File: src/rtl/rf_pkg.sv
// Shared register-file types and sizes for the write-port arbiter slice.
package rf_pkg;

    localparam int unsigned REG_ADDR_W = 5;
    localparam int unsigned XLEN       = 32;
    localparam int unsigned NUM_REGS   = 32;

    // One pending register-file write: destination and data.
    typedef struct packed {
        logic [REG_ADDR_W-1:0] waddr;
        logic [XLEN-1:0]       wdata;
    } rf_wreq_t;

endpackage

File: src/rtl/rf_wq_fifo.sv
// Synchronous FIFO of pending register-file writes with count-based full/empty flags.
// DEPTH must be a power of two so the pointers wrap naturally.
module rf_wq_fifo
    import rf_pkg::*;
#(
    parameter int unsigned DEPTH = 4
) (
    input  logic     clk,
    input  logic     nrst,
    input  logic     push,
    input  rf_wreq_t wr,
    input  logic     pop,
    output rf_wreq_t head,
    output logic     full,
    output logic     empty
);

    localparam int unsigned AW = (DEPTH > 1) ? $clog2(DEPTH) : 1;
    localparam int unsigned CW = AW + 1;

    rf_wreq_t        mem [DEPTH];
    logic [AW-1:0]   wr_ptr_q, wr_ptr_d;
    logic [AW-1:0]   rd_ptr_q, rd_ptr_d;
    logic [CW-1:0]   count_q, count_d;
    logic            push_ok, pop_ok;

    assign full    = (count_q == CW'(DEPTH));
    assign empty   = (count_q == '0);
    assign push_ok = push && !full;
    assign pop_ok  = pop && !empty;
    assign head    = mem[rd_ptr_q];

    // Storage is not reset; the count alone decides validity.
    always_ff @(posedge clk) begin
        if (push_ok) begin
            mem[wr_ptr_q] <= wr;
        end
    end

    // Next pointer and occupancy values.
    always_comb begin
        wr_ptr_d = wr_ptr_q;
        rd_ptr_d = rd_ptr_q;
        count_d  = count_q;
        if (push_ok) begin
            wr_ptr_d = wr_ptr_q + 1'b1;
        end
        if (pop_ok) begin
            rd_ptr_d = rd_ptr_q + 1'b1;
        end
        unique case ({push_ok, pop_ok})
            2'b10:   count_d = count_q + 1'b1;
            2'b01:   count_d = count_q - 1'b1;
            default: count_d = count_q;
        endcase
    end

    // Pointer and occupancy registers.
    always_ff @(posedge clk or negedge nrst) begin
        if (!nrst) begin
            wr_ptr_q <= '0;
            rd_ptr_q <= '0;
            count_q  <= '0;
        end else begin
            wr_ptr_q <= wr_ptr_d;
            rd_ptr_q <= rd_ptr_d;
            count_q  <= count_d;
        end
    end

endmodule

File: src/rtl/rf_wport_arbiter.sv
// Register-file write-port arbiter: primary WB writes win, secondary (long-latency)
// results queue in a FIFO and drain in idle slots. Also tracks pending writes and
// raises wb_stall when the queue starves or fills.
// Optional feature macro: RF_BYPASS_EN adds combinational forwarding of the
// registered write to two read ports.
module rf_wport_arbiter
    import rf_pkg::*;
#(
    parameter int unsigned DEPTH        = 4,
    parameter int unsigned STARVE_LIMIT = 8
) (
    input  logic                  clk,
    input  logic                  nrst,
    input  logic                  p_valid,
    input  logic [REG_ADDR_W-1:0] p_waddr,
    input  logic [XLEN-1:0]       p_wdata,
    input  logic                  s_valid,
    output logic                  s_ready,
    input  logic [REG_ADDR_W-1:0] s_waddr,
    input  logic [XLEN-1:0]       s_wdata,
    input  logic                  iss_valid,
    input  logic [REG_ADDR_W-1:0] iss_rd,
    output logic [NUM_REGS-1:0]   busy,
    output logic                  wb_stall,
    output logic                  rf_wen,
    output logic [REG_ADDR_W-1:0] rf_waddr,
    output logic [XLEN-1:0]       rf_wdata
`ifdef RF_BYPASS_EN
    ,
    input  logic [REG_ADDR_W-1:0] byp_raddr1,
    input  logic [REG_ADDR_W-1:0] byp_raddr2,
    output logic                  byp_hit1,
    output logic                  byp_hit2,
    output logic [XLEN-1:0]       byp_data1,
    output logic [XLEN-1:0]       byp_data2
`endif
);

    localparam int unsigned SW = $clog2(STARVE_LIMIT + 1);

    rf_wreq_t              s_req;
    rf_wreq_t              head;
    logic                  fifo_full, fifo_empty;
    logic                  push, pop;
    logic                  wen_d;
    logic [REG_ADDR_W-1:0] waddr_d;
    logic [XLEN-1:0]       wdata_d;
    logic [NUM_REGS-1:0]   busy_q, busy_d;
    logic [SW-1:0]         starve_q, starve_d;
    logic                  stall_q, stall_d;

    assign s_req.waddr = s_waddr;
    assign s_req.wdata = s_wdata;
    assign s_ready     = !fifo_full;
    assign push        = s_valid && !fifo_full;
    // Secondary results only drain when the primary leaves the slot free.
    assign pop         = !p_valid && !fifo_empty;
    assign busy        = busy_q;
    assign wb_stall    = stall_q;

    rf_wq_fifo #(
        .DEPTH (DEPTH)
    ) u_wq_fifo (
        .clk   (clk),
        .nrst  (nrst),
        .push  (push),
        .wr    (s_req),
        .pop   (pop),
        .head  (head),
        .full  (fifo_full),
        .empty (fifo_empty)
    );

    // Select the write for this slot; x0 writes are consumed with the enable dropped.
    always_comb begin
        wen_d   = 1'b0;
        waddr_d = rf_waddr;
        wdata_d = rf_wdata;
        if (p_valid) begin
            wen_d   = (p_waddr != '0);
            waddr_d = p_waddr;
            wdata_d = p_wdata;
        end else if (pop) begin
            wen_d   = (head.waddr != '0);
            waddr_d = head.waddr;
            wdata_d = head.wdata;
        end
    end

    // Register the selected write onto the register-file port.
    always_ff @(posedge clk or negedge nrst) begin
        if (!nrst) begin
            rf_wen   <= 1'b0;
            rf_waddr <= '0;
            rf_wdata <= '0;
        end else begin
            rf_wen   <= wen_d;
            rf_waddr <= waddr_d;
            rf_wdata <= wdata_d;
        end
    end

    // Pending-write scoreboard: a same-cycle issue to the popped register keeps it busy.
    always_comb begin
        busy_d = busy_q;
        if (pop) begin
            busy_d[head.waddr] = 1'b0;
        end
        if (iss_valid && (iss_rd != '0)) begin
            busy_d[iss_rd] = 1'b1;
        end
        busy_d[0] = 1'b0;
    end

    // Starvation counter and stall request; stall follows the registered state by a cycle.
    always_comb begin
        starve_d = starve_q;
        if (fifo_empty || pop) begin
            starve_d = '0;
        end else if (p_valid && (starve_q != SW'(STARVE_LIMIT))) begin
            starve_d = starve_q + 1'b1;
        end
        stall_d = (starve_q == SW'(STARVE_LIMIT)) || fifo_full;
    end

    // Scoreboard, starvation and stall registers.
    always_ff @(posedge clk or negedge nrst) begin
        if (!nrst) begin
            busy_q   <= '0;
            starve_q <= '0;
            stall_q  <= 1'b0;
        end else begin
            busy_q   <= busy_d;
            starve_q <= starve_d;
            stall_q  <= stall_d;
        end
    end

`ifdef RF_BYPASS_EN
    // Forward the write the register file has not captured yet.
    always_comb begin
        byp_hit1  = rf_wen && (rf_waddr == byp_raddr1) && (byp_raddr1 != '0);
        byp_hit2  = rf_wen && (rf_waddr == byp_raddr2) && (byp_raddr2 != '0);
        byp_data1 = rf_wdata;
        byp_data2 = rf_wdata;
    end
`endif

endmodule

File: config.mk
export PLATFORM = sky130hd
export DESIGN_NAME = rf_wport_arbiter
export DESIGN_NICKNAME = d
export VERILOG_FILES = /design/src/rtl/rf_pkg.sv /design/src/rtl/rf_wq_fifo.sv /design/src/rtl/rf_wport_arbiter.sv
export SDC_FILE = /design/constraint.sdc
export NUM_CORES = 1
export LEC_CHECK = 0
export CORE_MARGIN = 8
export CORE_UTILIZATION = 29
export CTS_CLUSTER_DIAMETER = 30
export CTS_CLUSTER_SIZE = 40
export DETAILED_ROUTE_END_ITERATION = 10
export PLACE_DENSITY = 0.46
export SYNTH_ARGS = -nofsm -noshare
export SYNTH_HDL_FRONTEND = slang
export SYNTH_SLANG_ARGS = --single-unit
File: constraint.sdc
create_clock -name clk -period 2 [get_ports clk]
set_input_delay 0.2 -clock clk [delete_from_list [all_inputs] [get_ports clk]]
set_output_delay 0.2 -clock clk [all_outputs]
set_load 0.02 [all_outputs]
==> results of run 1 <==
-- cells in the final DEF, fill, tap and decap left out, types with 4 or more instances in the layout --
cell type	instances
sky130_fd_sc_hd__clkinv_1	5
sky130_fd_sc_hd__clkbuf_16	57
sky130_fd_sc_hd__nand2_1	53
sky130_fd_sc_hd__clkinvlp_4	8
sky130_fd_sc_hd__mux2i_1	38
sky130_fd_sc_hd__edfxtp_1	148
sky130_fd_sc_hd__clkdlybuf4s50_1	151
sky130_fd_sc_hd__xor2_1	5
sky130_fd_sc_hd__a41oi_1	9
sky130_fd_sc_hd__buf_4	35
sky130_fd_sc_hd__a31oi_1	17
sky130_fd_sc_hd__clkinv_2	7
sky130_fd_sc_hd__inv_1	8
sky130_fd_sc_hd__clkbuf_8	5
sky130_fd_sc_hd__clkbuf_1	13
sky130_fd_sc_hd__xnor2_1	4
sky130_fd_sc_hd__nor2_1	10
sky130_fd_sc_hd__dfrtp_1	79
sky130_fd_sc_hd__and3_2	4
sky130_fd_sc_hd__bufinv_16	7
sky130_fd_sc_hd__a21oi_1	46
sky130_fd_sc_hd__o21ai_0	38
sky130_fd_sc_hd__mux4_2	37
sky130_fd_sc_hd__ha_1	6
sky130_fd_sc_hd__nor4bb_1	4
sky130_fd_sc_hd__buf_12	6
-- worst max path at each step --
stage	start	endpoint	slack, ns	cells after the start
3_5_place_dp	u_wq_fifo.rd_ptr_q[0]	busy[22]	0.006	3
2_1_floorplan	u_wq_fifo.count_q[1]	u_wq_fifo.count_q[1]	-0.002	6
3_3_place_gp	u_wq_fifo.rd_ptr_q[0]	busy[22]	0.04	3
6_report	u_wq_fifo.count_q[0]	u_wq_fifo.count_q[2]	0.08	8
5_1_grt	u_wq_fifo.count_q[0]	u_wq_fifo.count_q[2]	-0.04	8
4_1_cts	u_wq_fifo.rd_ptr_q[0]	busy[15]	0.04	3
-- per-stage QoR --
stage / hold WS, ns / util (%)
2_1_floorplan: -0.0956 / -
3_3_place_gp: 0.183 / 36.0
3_5_place_dp: 0.187 / 36.0
4_1_cts: 0.129 / 42.0
5_1_grt: 0.129 / 42.2
6_report: 0.143 / 42.2
-- what timing repair did --
action / 4_1_cts / 5_1_grt
gates cloned: 0 / 0
setup endpoints to repair: 2 / 10
setup buffers: 0 / 4
resized for setup: 2 / 3
hold buffers: 1 / 0
pin swaps: 0 / 3
endpoints found under the hold margin: 57 / 0
-- kinds of logic (layout without fill, tap and decap cells) --
| kind of cell | count (synthesis) | in the layout | synth area share [%] |
|---|---|---|---|
| adders and majority gates | 8 | 8 | 1.15 |
| and+or+nand+nor | 98 | 98 | 5.71 |
| other | 1 | 1 | 0.0399 |
| xor gates and xnor gates | 9 | 9 | 0.839 |
| muxes | 76 | 76 | 13.0 |
| DFF | 229 | 229 | 68.9 |
| buffers and inverters | 53 | 308 | 2.64 |
| AOI/OAI and AO/OA | 121 | 121 | 7.69 |
-- area by class of cell --
type | count | share of cell area (%)
sequential | 229 | 47.7
timing repair buffer | 194 | 14.1
clock inverter | 31 | 2.86
clock buffer | 75 | 11.4
inverter | 8 | 0.221
multi-input combinational | 313 | 20.0
tap | 408 | 3.76
-- flip-flops by register name, summed over array words and instances (netlist names) --
name                flops
u_wq_fifo.mem         148
u_wq_fifo.count_q       3
starve_q                4
rf_waddr                5
busy                   31
rf_wdata               32
wb_stall                1
rf_wen                  1
u_wq_fifo.wr_ptr_q      2
u_wq_fifo.rd_ptr_q      2
-- power by group through the flow --
stage                     sequential [mW]  clock [mW]  combinational, mW
after floorplan                      7.71           0               3.50
after global placement               7.12           0               6.97
after detailed placement             7.18           0               7.05
after CTS                            7.12        9.14               7.10
after global routing                 7.24        9.43               7.64
final                                7.09        8.97               7.02
-- critical path, stage by stage, from the launching register on --
cell	delay, ns
sky130_fd_sc_hd__dfrtp_1	0.38
sky130_fd_sc_hd__or3b_4	0.43
sky130_fd_sc_hd__nand2_4	0.10
sky130_fd_sc_hd__ha_4	0.14
sky130_fd_sc_hd__inv_1	0.05
sky130_fd_sc_hd__fa_2	0.33
sky130_fd_sc_hd__xor2_1	0.14
sky130_fd_sc_hd__nor2_1	0.13
sky130_fd_sc_hd__xor2_1	0.16
-- routing by layer --
| layer | up-vias | track usage [%] | share of wire [%] |
|---|---|---|---|
| met4 | 4 | 4.04 | 2.2 |
| met3 | 50 | 5.14 | 8.7 |
| met5 | - | 0 | 0.11 |
| met2 | 222 | 20.1 | 46 |
| li1 | 2740 | - | - |
| met1 | 2952 | 15.7 | 43 |
==> summary.md, run 1 <==
| Metric | Value |
|---|---|
| Run status | `finished, final reports clean` |
| Wire length per cell | `slightly below 20 um` |
| Initial DRC Count | `409` |
| Cell taking the most area after synthesis | `sky130_fd_sc_hd__edfxtp_1` |
| Mapped Area | `about 9400 sq um` |
| Min-Delay Path Class | `primary input to flip-flop` |
| Logic pwr share | `between 30% and 40%` |
| Number of global-route vias before repair | `between 6000 and 7000` |
| Count of distinct cell types in the synthesized netlist | `45` |
| Final std cell area, no fill | `around 14000 sq um` |
| Setup repair after global routing missed its margin | `yes` |
| Starting Density | `29.2%` |
| Cells on Worst Hold Path | `4` |
| Worst-Margin Slew | `just under 0.8 ns` |
| Portion of the post-synthesis area used by sequential elements | `a little under 70%` |
| Warnings from Yosys | `0` |
| Post-detail-place hpwl | `around 16000 um` |
| Time the worst path needs with I/O delays and setup | `roughly 1.9 ns` |
| Max_slew headroom | `between 40% and 50%` |
| Nets in the synthesized netlist | `about 690` |
| Fill cell instance count of the final layout | `between 2000 and 3000` |
| Clock tree skew after final layout | `approximately 0.021 ns` |
| CTS tree | `yes` |
| Crit share post-route | `between 90 and 100%` |
| Classification of the worst setup path | `flip-flop to flip-flop` |
| Reg2Reg Capture Point | `u_wq_fifo.count_q[2]` |
| Commonest cells post-synth | `sky130_fd_sc_hd__edfxtp_1, sky130_fd_sc_hd__dfrtp_1, sky130_fd_sc_hd__nand2_1` |
| Top-Level Pins | `between 150 and 200` |
| Global-route congestion overflow total | `0` |
| Die Height | `just under 200 um` |
| Setup crit end kind | `flip-flop` |
| Post-detailed-routing wire length | `between 20000 and 25000 um` |
| Leakage power summed over all cells | `5.18 nW` |
| Remaining antenna violation count | `0` |
| Number of cells on the worst reg-to-reg path | `8` |
| Layout cells sized above 1 | `roughly 22%` |
| VDD IR-drop max | `approximately 0.00070 V` |
| Placed cells | `~1100` |
| DP Worst Slack | `0.00576 ns` |
| Post-synthesis to final-layout area growth | `44.6%` |
| Final weighted congestion in routability-driven placement | `between 0.7 and 0.8` |
| Post-route total power | `between 20 and 25 mW` |
| Layout net count | `just under 900` |
| Instance area at placement | `between 10000 and 15000 sq um` |
| Mean Syn Cell Area | `roughly 16 sq um` |
| Clock insertion delay at the later pin of the skew report | `0.56 ns` |
| Hold wc startpoint | `p_valid` |
| Worst Hold End | `u_wq_fifo.rd_ptr_q[0]` |
| NetSw | `~7.0 mW` |
| Port buffer count | `between 150 and 200` |
| Sw Share | `a little under a third` |
| Area of the multi-input gates | `2720 sq um` |
| Core outline area | `~32000 sq um` |
| Vias per cell | `4.74` |
| Total global-route track usage | `12.7%` |
| Antenna violations before repair | `2` |
| Startpoint of the worst-slack reg-to-reg timing path | `u_wq_fifo.count_q[0]` |
| Number of enable-type register cells in the synthesized netlist | `roughly 150` |
| Worst reg2reg setup slack | `about 0.078 ns` |
| Count of vias placed by the detailed router | `approximately 6000` |
| CTS max path bufs | `3` |
| Setup TNS | `0 ns` |
| Async S/R FF share, synth | `35.4%` |
| H-Tree Depth | `2` |
| Number of buffers created by CTS | `56` |
| Count of maximum capacitance violations | `0` |
| Data arrival time at the worst-slack endpoint | `roughly 2.4 ns` |
| Residual DRC | `0` |
| Number of storage elements in the synthesis netlist | `229` |
| Final Non-Filler Cells | `1258` |
| Pwr per Cell Area | `around 1700 nW/um^2` |
| Slack of the critical path | `around 0.078 ns` |
| Most used flip-flop cell after synthesis | `sky130_fd_sc_hd__edfxtp_1` |
| Max Transition Viols Final | `0` |
| Power share of the sequential group | `about 30%` |
| Die Area | `38400 sq um` |
| Top cell type's share of synthesized area | `a little under half` |
| Data required time at the worst endpoint | `approximately 2.5 ns` |
| Number of clock sinks seen by CTS | `229` |
| Pin count of the biggest net entering global routing | `66` |
| Hold Fails Final Rpt | `0` |
| Width of the die | `roughly 200 um` |
| Number of core rows | `66` |
| Largest cells by area after synthesis | `sky130_fd_sc_hd__edfxtp_1, sky130_fd_sc_hd__dfrtp_1, sky130_fd_sc_hd__mux4_2` |
| Clk pwr share | `38.9%` |
| Length of the first detailed-routing pass in iterations | `4` |
| Post-Syn Instances | `595` |
| Global-route wire length before repair | `roughly 38000 um` |
| Highest Clock Rate | `around 0.52 GHz` |
| Antenna Diode Count | `0` |
| Final setup viols | `0` |
| Most frequent cell after synthesis | `sky130_fd_sc_hd__edfxtp_1` |
| Total area of sequential cells | `6470 sq um` |
| Root Driver | `sky130_fd_sc_hd__clkbuf_16` |
| Worst Path Max Fanout | `4` |
| Internal Pwr Total | `16.0 mW` |
| Clock-pin slew on the worst setup and hold paths | `0.05 ns` |
| Type of element launching the critical path | `flip-flop` |
No activity file was read; power rests on OpenSTA's default activity.
==> inputs of run 2 (changes only) <==
Settings changed: PLACE_DENSITY 0.46 to 0.45.
Clock period 2 ns to 1.8 ns, I/O delays scaled along.
==> summary.md, run 2 (synthesized netlist as in run 1, its figures left out) <==
| Metric | Value |
|---|---|
| Starting Density | `29.2% (unchanged)` |
| Post-synthesis to final-layout area growth | `48.5%` |
| Port buffer count | `154 (unchanged)` |
| Clock tree skew after final layout | `0.0247 ns (+0.00337 ns)` |
| Die Area | `38400 sq um (unchanged)` |
| Data arrival time at the worst-slack endpoint | `2.28 ns (-0.11 ns)` |
| Critical Path, Cell by Cell | `mux4_2, nor4b_4, buf_12, a41oi_1` |
| Post-route total power | `26.5 mW (+15%)` |
| Number of core rows | `66 (unchanged)` |
| Min-Delay Path Class | `primary input to flip-flop` |
| CTS tree | `yes` |
| Final Non-Filler Cells | `1271 (+1.0%)` |
| Total buffers and inverters traversed by the critical path | `1 (unchanged)` |
| Final std cell area, no fill | `14000 sq um (+2.7%)` |
| Residual DRC | `0 (unchanged)` |
| Die Height | `196 um (unchanged)` |
| Setup crit end kind | `flip-flop` |
| Classification of the worst setup path | `flip-flop to flip-flop` |
| Time the worst path needs with I/O delays and setup | `1.90 ns (-0.0207 ns)` |
| Crit share post-route | `106% (+9.5 points)` |
| Highest Clock Rate | `0.526 GHz (+1.1%)` |
| Commonest non-fill, non-tap cell in the layout | `sky130_fd_sc_hd__edfxtp_1` |
| Core outline area | `32200 sq um (unchanged)` |
| Remaining antenna violation count | `0 (unchanged)` |
| Initial DRC Count | `208 (-49%)` |
| CP max-delay cell | `sky130_fd_sc_hd__mux4_2` |
| Vias per cell | `4.80 (+1.1%)` |
| Number of cells on the worst reg-to-reg path | `4 (-4)` |
| Setup TNS | `-0.765 ns (-0.765 ns)` |
| Final weighted congestion in routability-driven placement | `0.765 (-3.0%)` |
| Max Transition Viols Final | `0 (unchanged)` |
| Placed cells | `1165 (+1.6%)` |
| Leakage power summed over all cells | `5.36 nW (+3.4%)` |
| Top library cells by usage in the layout, fill and taps aside | `sky130_fd_sc_hd__edfxtp_1, sky130_fd_sc_hd__clkdlybuf4s50_1, sky130_fd_sc_hd__dfrtp_1` |
| Number of clock sinks seen by CTS | `229 (unchanged)` |
| H-Tree Depth | `2 (unchanged)` |
| Pwr per Cell Area | `1900 nW/um^2 (+12%)` |
| Wire length per cell | `20.0 um (+2.8%)` |
| Cell count along the critical path | `4 (-4)` |
| Worst reg2reg setup slack | `-0.10 ns (-0.18 ns)` |
| Clock insertion delay at the later pin of the skew report | `0.55 ns (about the same)` |
| Final setup viols | `19 (+19)` |
| Hold Fails Final Rpt | `0 (unchanged)` |
| Top-Level Pins | `156 (unchanged)` |
| Pin count of the biggest net entering global routing | `41 (-38%)` |
| Global-route wire length before repair | `39600 um (+4.2%)` |
| CTS max path bufs | `3 (unchanged)` |
| Worst Path Max Fanout | `8 (+4)` |
| Layout net count | `911 (+1.9%)` |
| Clock-pin slew on the worst setup and hold paths | `0.04 ns (about the same)` |
| Run status | `finished with violations` |
| Antenna Diode Count | `0 (unchanged)` |
| Post-detailed-routing wire length | `25500 um (+3.9%)` |
| Slack of the critical path | `-0.101 ns (-0.179 ns)` |
| Antenna violations before repair | `2 (unchanged)` |
| Count of vias placed by the detailed router | `6098 (+2.2%)` |
| Count of maximum capacitance violations | `0 (unchanged)` |
| Cells on Worst Hold Path | `4 (unchanged)` |
| Width of the die | `196 um (unchanged)` |
| Total global-route track usage | `13.2% (+0.49 points)` |
| Largest register FFs | `148 (unchanged)` |
| Post-detail-place hpwl | `16800 um (+5.2%)` |
| Instance area at placement | `11800 sq um (+1.4%)` |
| Data required time at the worst endpoint | `2.18 ns (-0.29 ns)` |
| Global-route congestion overflow total | `0 (unchanged)` |
| Violated checks | `negative setup slack` |
| Setup repair after global routing missed its margin | `yes` |
| Length of the first detailed-routing pass in iterations | `4 (unchanged)` |
| Register name with the most flops | `u_wq_fifo.mem` |
| Type of element launching the critical path | `flip-flop` |
| Root Driver | `sky130_fd_sc_hd__clkbuf_16` |
| Max stage delay on crit path | `0.63 ns (+0.20 ns)` |
| Layout cells sized above 1 | `26.8% (+4.4 points)` |
| Number of global-route vias before repair | `6745 (+3.5%)` |
| VDD IR-drop max | `0.000928 V (+33%)` |
| Number of buffers created by CTS | `54 (-3.6%)` |
| Largest delay contributor family on the critical path | `multiplexers` |
==> run 2: cell count changes in the layout (fill, tap and decap cells not counted), sizes merged <==
cell,delta
clkbuf,-14
buf,+19
bufinv,+3
dlygate4sd2,+1
dlymetal6s2s,+3
inv,+2
clkdlybuf4s50,-5
clkinvlp,+3
mux4,+1
==> run 2: power breakdown <==
part | internal [mW] | switching, mW
Combinational | 4.15 | 4.41
Sequential | 7.15 | 0.736
Clock | 7.07 | 2.99
==> run 2: repair_timing <==
item / 4_1_cts / 5_1_grt
gates resized for setup: 23 / 29
setup buffers: 1 / 4
endpoints found under the setup margin: 35 / 68
hold buffers: 1 / 0
hold endpoints to repair: 63 / 0
cloned: 1 / 0
pin swaps: 3 / 9
==> run 2: layer usage <==
metal  vias to the layer above  global-route usage (%)  part of all wire (%)  wire length, um
met5                         -                       0                 0.086               22
met4                         4                    4.30                   2.3              581
met3                        52                    4.47                   7.3             1860
met2                       213                    21.1                    46            11800
met1                      3056                    16.6                    44            11200
li1                       2773                       -                     -                -
==> run 2: final cells by class <==
class                   instances  area, sq um
well taps                     408          510
clock buffers                  61         1420
inverters                       8         30.0
clock inverters                39          498
fillers                      2922        18300
flip-flops and latches        229         6470
multi-input cells             314         2880
repair buffers                212         2140
==> run 2: per-stage QoR <==
stage               util (%)  hold WS (ns)  setup WS (ns)
detailed placement      36.5         0.168         -0.140
floorplan                  -        -0.116         -0.202
global route            43.3         0.150         -0.160
finish                  43.3         0.142         -0.101
global placement        36.5         0.162         -0.107
CTS                     42.8         0.126        -0.0619
==> run 2: final timing paths <==
| path | from | to |
|---|---|---|
| worst max-delay path | u_wq_fifo.rd_ptr_q[0] | busy[22] |
| worst min-delay path | p_valid | u_wq_fifo.rd_ptr_q[1] |
| worst max register to register | u_wq_fifo.rd_ptr_q[0] | busy[22] |
| worst min register to register | u_wq_fifo.wr_ptr_q[0] | u_wq_fifo.wr_ptr_q[0] |
| max in group asynchronous | nrst | rf_wdata[18] |
| min in group asynchronous | nrst | rf_wdata[4] |
==> run 2: worst register-to-register path, delay by kind of cell, from the launching register on <==
family | cells | cell delay [ns]
AOI/OAI and AO/OA | 1 | 0.10
buffers and inverters | 1 | 0.18
DFF | 1 | 0.45
muxes | 1 | 0.64
and+or+nand+nor | 1 | 0.36
==> inputs of run 3 (changes only) <==
Settings changed: CORE_ASPECT_RATIO set to 1.25.
==> summary.md, run 3 (synthesized netlist as in run 1, its figures left out) <==
| Metric | Value |
|---|---|
| Run status | `finished with violations` |
| Violated checks | `negative setup slack` |
| Total global-route track usage | `13.0% (-0.15 points)` |
| Highest Clock Rate | `0.536 GHz (+1.9%)` |
| Post-detail-place hpwl | `16700 um (-0.86%)` |
| VDD IR-drop max | `0.00107 V (+15%)` |
| Worst-Margin Slew | `0.785 ns` |
| Time the worst path needs with I/O delays and setup | `1.87 ns (-0.0345 ns)` |
| Clock tree skew after final layout | `0.00982 ns (-0.0149 ns)` |
| Crit share post-route | `104% (-1.9 points)` |
| Number of core rows | `73 (+11%)` |
| Worst Path Max Fanout | `8 (unchanged)` |
| Total area of sequential cells | `6480 sq um (about the same)` |
| Top library cells by usage in the layout, fill and taps aside | `sky130_fd_sc_hd__clkdlybuf4s50_1, sky130_fd_sc_hd__edfxtp_1, sky130_fd_sc_hd__dfrtp_1` |
| Max Transition Viols Final | `0 (unchanged)` |
| Width of the die | `177 um (-9.7%)` |
| Leakage power summed over all cells | `5.24 nW (-2.2%)` |
| Die Height | `217 um (+11%)` |
| Number of global-route vias before repair | `6511 (-3.5%)` |
| Data arrival time at the worst-slack endpoint | `2.27 ns (about the same)` |
| Count of maximum capacitance violations | `0 (unchanged)` |
| Commonest non-fill, non-tap cell in the layout | `sky130_fd_sc_hd__clkdlybuf4s50_1` |
| Count of vias placed by the detailed router | `6047 (-0.84%)` |
| Classification of the worst setup path | `flip-flop to flip-flop` |
| Wire length per cell | `19.9 um (-0.58%)` |
| Remaining antenna violation count | `0 (unchanged)` |
| Type of element launching the critical path | `flip-flop` |
| Core outline area | `31900 sq um (-1.0%)` |
| CTS max path bufs | `3 (unchanged)` |
| Pin count of the biggest net entering global routing | `82 (+100%)` |
| Final setup viols | `22 (+3)` |
| Residual DRC | `0 (unchanged)` |
| H-Tree Depth | `2 (unchanged)` |
| CTS tree | `yes` |
| Final weighted congestion in routability-driven placement | `0.801 (+4.7%)` |
| DP Worst Slack | `-0.221 ns (-0.0814 ns)` |
| Fill cell instance count of the final layout | `2844 (-2.7%)` |
| Post-synthesis to final-layout area growth | `46.1%` |
| Setup crit end kind | `flip-flop` |
| Setup repair after global routing missed its margin | `yes` |
| Post-detailed-routing wire length | `25200 um (-1.1%)` |
| Area of the multi-input gates | `2850 sq um (-1.1%)` |
| Worst setup startpoint | `u_wq_fifo.rd_ptr_q[0]` |
| Vias per cell | `4.78 (-0.29%)` |
| Global-route wire length before repair | `38700 um (-2.1%)` |
| Setup TNS | `-0.691 ns (+0.0742 ns)` |
| Top-Level Pins | `156 (unchanged)` |
| Clock-pin slew on the worst setup and hold paths | `0.05 ns (about the same)` |
| Largest register FFs | `148 (unchanged)` |
| Global-route congestion overflow total | `0 (unchanged)` |
| Number of clock sinks seen by CTS | `229 (unchanged)` |
| Antenna Diode Count | `0 (unchanged)` |
| Hold Fails Final Rpt | `0 (unchanged)` |
| Length of the first detailed-routing pass in iterations | `4 (unchanged)` |
| Startpoint of the worst-slack reg-to-reg timing path | `u_wq_fifo.rd_ptr_q[0]` |
| Port buffer count | `154 (unchanged)` |
| Layout cells sized above 1 | `26.1% (-0.71 points)` |
| Antenna violations before repair | `3 (+1)` |
| Data required time at the worst endpoint | `2.20 ns (+0.02 ns)` |
| Die Area | `38400 sq um (about the same)` |
| Min-Delay Path Class | `primary input to flip-flop` |
| Clock insertion delay at the later pin of the skew report | `0.54 ns (about the same)` |
| Layout net count | `904 (-0.77%)` |
| Max_slew headroom | `a little under half` |
| Slack of the critical path | `-0.0664 ns (+0.0345 ns)` |
| Pwr per Cell Area | `1860 nW/um^2 (-2.1%)` |
| Hold wc startpoint | `p_valid` |
| Initial DRC Count | `336 (+62%)` |
| Root Driver | `sky130_fd_sc_hd__clkbuf_16` |
| Number of buffers created by CTS | `48 (-11%)` |
| Starting Density | `29.5% (+0.30 points)` |
| Register name with the most flops | `u_wq_fifo.mem` |
-- run 3: cell count changes in the layout (fill, tap and decap cells not counted), moves of 4 or more --
cell | before | now
sky130_fd_sc_hd__inv_6 | 1 | 8
sky130_fd_sc_hd__clkbuf_16 | 56 | 48
sky130_fd_sc_hd__clkinvlp_4 | 11 | 5
sky130_fd_sc_hd__buf_12 | 9 | 13
sky130_fd_sc_hd__buf_6 | 10 | 6
sky130_fd_sc_hd__clkbuf_8 | 0 | 4
-- run 3: worst paths after layout --
kind                                    endpoint  slack [ns]  cells past startpoint
max                                     busy[22]       -0.07                      4
min reg2reg                u_wq_fifo.wr_ptr_q[0]        0.54                      1
min                        u_wq_fifo.rd_ptr_q[0]         0.1                      4
max in group asynchronous  u_wq_fifo.rd_ptr_q[0]        1.16                      3
min in group asynchronous           rf_wdata[30]        0.23                      3
max reg2reg                             busy[22]       -0.07                      4
-- run 3: routing by layer --
metal	global-route usage, %	wire length [um]
met5	0	38
met4	4.04	530
met3	4.82	2050
met2	21.7	12300
met1	15.4	10300
-- run 3: layout make-up --
class | count | area share (%)
Sequential cell | 229 | 47.2
Tap cell | 412 | 3.76
Clock inverter | 35 | 3.11
Timing Repair Buffer | 212 | 15.7
Clock buffer | 55 | 9.24
Inverter | 8 | 0.219
Multi-Input combinational cell | 313 | 20.7
-- run 3: power breakdown --
group	leakage (nW)	internal (mW)	switching (mW)	total, mW
logic	2.08	4.24	4.39	8.63
clock network	0.828	6.11	2.91	9.02
registers	2.33	7.15	0.715	7.87
-- run 3: timing repair --
| item | 4_1_cts | 5_1_grt |
|---|---|---|
| endpoints found under the setup margin | 60 | 51 |
| setup buffers | 5 | 2 |
| endpoints found under the hold margin | 81 | 0 |
| pin swaps | 6 | 6 |
| gates resized for setup | 31 | 13 |
| cloned | 0 | 0 |
| hold buffers | 1 | 0 |
-- run 3: critical path, stage by stage (launching register included) --
cell	delay [ns]
sky130_fd_sc_hd__dfrtp_4	0.50
sky130_fd_sc_hd__mux4_2	0.66
sky130_fd_sc_hd__nor4b_4	0.27
sky130_fd_sc_hd__buf_6	0.19
sky130_fd_sc_hd__a41oi_1	0.11
-- run 3: per-stage QoR --
stage	cells	area [sq um]	hold WS, ns	utilization, %	power [mW]
after floorplan	595	9430	-0.116	-	12.5
after global placement	1166	11800	0.269	37.0	16.2
after detailed placement	1166	11800	0.280	37.0	16.3
after CTS	1262	13600	0.103	42.8	25.8
after global routing	1264	13700	0.0995	43.0	26.8
final	1264	13700	0.0984	43.0	25.5
